File: config.mk
export PLATFORM = sky130hd
export DESIGN_NAME = eight_bit_sequential_divider
export DESIGN_NICKNAME = d
export VERILOG_FILES = /design/src/rtl/eight_bit_sequential_divider_pkg.sv /design/src/rtl/eight_bit_sequential_divider_subtractor.sv /design/src/rtl/eight_bit_sequential_divider.sv
export SDC_FILE = /design/constraint.sdc
export NUM_CORES = 1
export LEC_CHECK = 0
export BUFFER_PORTS_ARGS = -buffer_cell sky130_fd_sc_hd__buf_2
export CORE_ASPECT_RATIO = 1.75
export CORE_UTILIZATION = 50
export DETAILED_ROUTE_END_ITERATION = 8
export MAX_ROUTING_LAYER = met4
export PLACE_DENSITY = 0.84
export REMOVE_ABC_BUFFERS = 1
export SKIP_LAST_GASP = 1
export SLEW_MARGIN = 20
export SYNTH_ARGS = -nofsm -noshare
export SYNTH_HDL_FRONTEND = slang
export SYNTH_SLANG_ARGS = --single-unit
File: constraint.sdc
create_clock -name clk -period 3.9 [get_ports clk]
set_clock_uncertainty 0.05 [all_clocks]
set_input_delay 0.975 -clock clk [delete_from_list [all_inputs] [get_ports clk]]
set_output_delay 0.975 -clock clk [all_outputs]
set_load 0.01 [all_outputs]
File: src/rtl/eight_bit_sequential_divider_pkg.sv
// Shared types and sizing for the sequential divider.
// Zero-divisor shortcut is enabled by defining DIVIDER_ZERO_CHECK_EN.
package divider_pkg;

  localparam int WIDTH_DEF = 8;

  function automatic int cnt_w(input int w);
    return $clog2(w + 1);
  endfunction

  localparam int CNT_W = cnt_w(WIDTH_DEF);

  typedef enum logic [1:0] {
    IDLE,
    RUN,
    DONE
  } state_t;

endpackage

File: src/rtl/eight_bit_sequential_divider_subtractor.sv
// Combinational borrow look-ahead subtractor: diff = a - b.
// Each bit is a look-ahead unit chained through the borrow.
module borrow_look_ahead_subtractor #(
  parameter int N = 9
) (
  input  logic [N-1:0] a,
  input  logic [N-1:0] b,
  output logic [N-1:0] diff,
  output logic         borrow_out
);

  logic [N-1:0] prop;
  logic [N-1:0] gen;
  logic         br;

  assign prop = ~(a ^ b);
  assign gen  = ~a & b;

  always_comb begin
    br   = 1'b0;
    diff = '0;
    for (int i = 0; i < N; i++) begin
      diff[i] = ~prop[i] ^ br;
      br      = gen[i] | (prop[i] & br);
    end
    borrow_out = br;
  end

endmodule

File: src/rtl/eight_bit_sequential_divider.sv
// Unsigned restoring divider, one quotient bit per clock.
// Define DIVIDER_ZERO_CHECK_EN to finish zero divisors right after accept.
module eight_bit_sequential_divider
  import divider_pkg::*;
#(
  parameter int WIDTH = WIDTH_DEF
) (
  input  logic             clk,
  input  logic             rst,
  input  logic             start,
  input  logic [WIDTH-1:0] dividend,
  input  logic [WIDTH-1:0] divisor,
  output logic             busy,
  output logic             done,
  output logic [WIDTH-1:0] quotient,
  output logic [WIDTH-1:0] remainder,
  output logic             div_by_zero
);

  localparam int CW = cnt_w(WIDTH);

  state_t           state;
  state_t           state_next;
  logic [WIDTH-1:0] rem;
  logic [WIDTH-1:0] q;
  logic [WIDTH-1:0] dvsr;
  logic [CW-1:0]    count;
  logic [WIDTH:0]   sub_a;
  logic [WIDTH:0]   sub_b;
  logic [WIDTH:0]   trial;
  logic             borrow;
  logic             fits;
  logic [WIDTH-1:0] rem_next;
  logic [WIDTH-1:0] q_next;
  logic             last;
  logic             zero_skip;

  assign sub_a = {rem, q[WIDTH-1]};
  assign sub_b = {1'b0, dvsr};

  borrow_look_ahead_subtractor #(
    .N (WIDTH + 1)
  ) u_sub (
    .a          (sub_a),
    .b          (sub_b),
    .diff       (trial),
    .borrow_out (borrow)
  );

  // rem < divisor keeps a good difference below 2^WIDTH
  assign fits     = ~borrow & ~trial[WIDTH];
  assign rem_next = fits ? trial[WIDTH-1:0]
                         : sub_a[WIDTH-1:0];
  assign q_next   = {q[WIDTH-2:0], fits};
  assign last     = (count == CW'(1));

`ifdef DIVIDER_ZERO_CHECK_EN
  logic dbz;

  assign zero_skip = (divisor == '0);

  always_ff @(posedge clk or posedge rst) begin
    if (rst) begin
      dbz <= 1'b0;
    end else if (state == IDLE && start) begin
      if (zero_skip) dbz <= 1'b1;
    end else if (state == RUN && last) begin
      dbz <= 1'b0;
    end
  end

  assign div_by_zero = dbz;
`else
  assign zero_skip   = 1'b0;
  assign div_by_zero = 1'b0;
`endif

  always_ff @(posedge clk or posedge rst) begin
    if (rst) state <= IDLE;
    else     state <= state_next;
  end

  always_comb begin
    state_next = state;
    unique case (state)
      IDLE: if (start) state_next = zero_skip ? DONE : RUN;
      RUN:  if (last)  state_next = DONE;
      DONE: state_next = IDLE;
      default: state_next = IDLE;
    endcase
  end

  always_comb begin
    busy = (state == RUN);
    done = (state == DONE);
  end

  always_ff @(posedge clk or posedge rst) begin
    if (rst) begin
      rem       <= '0;
      q         <= '0;
      dvsr      <= '0;
      count     <= '0;
      quotient  <= '0;
      remainder <= '0;
    end else begin
      unique case (state)
        IDLE: begin
          if (start) begin
            rem   <= '0;
            q     <= dividend;
            dvsr  <= divisor;
            count <= CW'(WIDTH);
            if (zero_skip) begin
              quotient  <= '1;
              remainder <= dividend;
            end
          end
        end
        RUN: begin
          rem   <= rem_next;
          q     <= q_next;
          count <= count - CW'(1);
          if (last) begin
            quotient  <= q_next;
            remainder <= rem_next;
          end
        end
        default: ;
      endcase
    end
  end

endmodule

==> reports/summary.txt <==
initial antenna violation count -> 0
setup_tns -> 0 ns
clock buffer count from CTS -> 5
gp weighted congestion -> 0.841
reg2reg end -> remainder[1]$_DFFE_PP0P_
crit-path max cell delay -> 0.40 ns
DP Worst Slack -> -0.135 ns
largest net degree at the start of global routing -> 47
worst-margin pin slew -> 1.02 ns
final worst-path cycle share -> 99.2%
clk slew on worst S/H paths -> 0.09 ns
full die area -> 4770 um2
H-tree levels -> 2
total congestion overflow -> 0
Post-Layout Cell Count -> 277
routed vias/inst -> 5.68
Tot GR Track Use -> 22.0%
CP required -> 4.03 ns
CTS Sinks -> 46
DP HPWL -> 3090 um
Seq/Total Area, Yosys -> 51.3%
area of the core -> 4230 um2
top cells by area, synth -> dfrtp_1 51%, fa_1 6.2%, mux2_4 6.0%, o21ai_0 4.0%, mux2_2 3.5%
Tmin final -> 3.87 ns
Post-Syn Area -> 2240 um2
Hold Slack -> 0.460 ns
final instance area -> 2640 um2
VDD IR max -> 0.000664 V
num ports -> 38
PD cells -> 1020 nW/um2
Critical Path Sink Type -> register
DR iter-0 viols -> 38
DR WL/cell -> 16.7 um
dpl cells -> 267
PortBufs -> 36
Critical Path Fanout Max -> 4
slowest cell on the critical path -> dfrtp_1
Synth area leader -> dfrtp_1
share of the synthesized area in the top cell type -> 51.3%
nets -> 256
most frequent cell on the critical path -> fa_2
die width -> 52.7 um
final-layout fill cell count -> 344
Die H -> 90.6 um
internal reg-to-reg setup slack -> 0.03 ns
Routed Wire Length -> 4620 um
status -> finished clean
worst reg2reg startpoint -> q[7]$_DFFE_PP0P_
top_reg_cell synth -> dfrtp_1
relative slew slack -> 31.6%
Max Buffers Root-to-Sink -> 2
Worst Path Class, Setup -> register to register
CP arrival -> 4.00 ns
residual DRC count -> 0
final worst setup slack -> 0.0309 ns
synth unique cells -> 33
antenna viol nets, final -> 0
CTS tree -> done
Initial Util -> 53.1%
# setup viols final -> 0
Ys Warns -> 0
max cap viols -> 0
CP Launch Type -> register
Synth Instances -> 189
first-pass GRT wire length -> 7460 um
Post-synth EDFFs -> 0
final max-slew violation count -> 0
Area Overhead vs Synth -> 17.6%
ANT cells -> 0
Hold Path End -> quotient[1]$_DFFE_PP0P_
vias in the first global route -> 1583
Avg Inst Size Synth -> 11.9 um2
dpl cell area -> 2450 um2
Hold Path Class -> register to register
Vias -> 1574
Worst Min Path Start -> quotient[1]$_DFFE_PP0P_
Fmax -> 258 MHz
Synth Register Bits -> 46
leakage -> 1.27 nW
Skew-Pair Late Insertion Delay -> 0.30 ns
hold depth -> 1
first-pass iteration count of the detailed router -> 4
worst-path cell chain -> inv_2, ha_4, inv_2, fa_2, fa_2, fa_2, fa_2, fa_2, inv_2, fa_2, fa_2, xnor2_4, mux2_4, mux2_4
final hold viol count -> 0
layout cell share with drive strength beyond 1 -> 38.2%
RSZ-0062 raised after global routing -> true
Post-synth ARST share -> 100%
Root Buffer -> clkbuf_8
worst r2r path cells -> 14
Core Rows -> 31
==> per-layer routing <==
layer | track usage [%] | part of all wire [%]
met1 | 25.3 | 39
met2 | 34.5 | 55
met3 | 5.56 | 3.7
met4 | 11.0 | 2.2
met5 | - | 0
==> cells in the final DEF, fill, tap and decap left out, drive strengths merged, types with 6 or more instances in the layout <==
cell type | Yosys | layout
nor2b | 7 | 7
nand2 | 16 | 16
fa | 7 | 7
clkbuf | 3 | 7
buf | 8 | 42
a21oi | 11 | 11
mux2i | 6 | 6
mux2 | 16 | 16
a22oi | 6 | 6
dfrtp | 46 | 46
o21ai | 18 | 18
inv | 15 | 15
==> synth_stat cells, drive strengths merged (2+ instances only) <==
cell and instances:
mux2 16, or2 2, dfrtp 46, ha 3, fa 7, nor3b 2
a21boi 2, o21bai 2, a31oi 3, a22oi 6, and3b 2, nand2 16
a32o 2, clkbuf 3, nor2b 7, a22o 3, o21ai 18, a21oi 11
inv 15, buf 8, mux2i 6, a41o 2
==> how the worst max path moves through the flow <==
stage | start | to | slack [ns] | cells after the start
after global placement | q[7]$_DFFE_PP0P_ | remainder[1]$_DFFE_PP0P_ | -0.007 | 14
after detailed placement | q[7]$_DFFE_PP0P_ | remainder[1]$_DFFE_PP0P_ | -0.13 | 14
after floorplan | q[7]$_DFFE_PP0P_ | remainder[1]$_DFFE_PP0P_ | -0.07 | 14
after CTS | q[7]$_DFFE_PP0P_ | remainder[1]$_DFFE_PP0P_ | 0.01 | 14
final | q[7]$_DFFE_PP0P_ | remainder[1]$_DFFE_PP0P_ | 0.03 | 14
after global routing | q[7]$_DFFE_PP0P_ | remainder[4]$_DFFE_PP0P_ | -0.09 | 15
==> metrics by stage <==
stage,total power [mW],util [%]
after floorplan,1.72,-
after global placement,2.05,57.9
after detailed placement,2.12,57.9
after CTS,2.54,61.2
after global routing,2.90,62.4
final,2.70,62.4
==> sequential cells by signal (all words and copies together) (netlist names) <==
register   count
count          4
dvsr           8
q              8
quotient       8
rem            8
remainder      8
state          2
==> kinds of logic after synthesis <==
logic type      Yosys count  share of synthesized area (%)
compound gates           50                           14.0
xor+xnor                  1                          0.725
fa+ha+maj                10                           7.92
buf+inv                  27                           5.69
flops                    46                           51.3
mux                      22                           12.2
other cells               1                          0.167
simple gates             32                           8.03
==> repair_timing <==
item	in CTS	in global routing
setup buffers	1	1
endpoints found under the hold margin	0	0
resized for setup	12	12
hold buffers	0	0
setup endpoints to repair	16	16
pin swaps	4	4
==> where the power goes <==
group / leakage (nW) / switching (mW) / internal, mW
Clock: 0.0482 / 0.155 / 0.143
Combinational: 0.651 / 0.708 / 0.785
Sequential: 0.567 / 0.198 / 0.710
Total: 1.27 / 1.06 / 1.64
==> layout make-up <==
type	instances	area (um2)	area share (%)
sequential	46	1150	43.6
tap	49	61.3	2.32
multi-input combinational	116	1050	39.6
clock buffer	7	86.3	3.27
clock inverter	1	5.00	0.190
timing repair buffer	42	229	8.67
inverter	16	61.3	2.32
==> worst max-delay path, delay by kind of cell, from the launching register on <==
kind,cells,cell delay (ns)
adders and majority gates,8,2.35
DFF,1,0.40
buffers and inverters,3,0.18
xor gates and xnor gates,1,0.16
muxes,2,0.62
No activity file was read; power rests on OpenSTA's default activity.
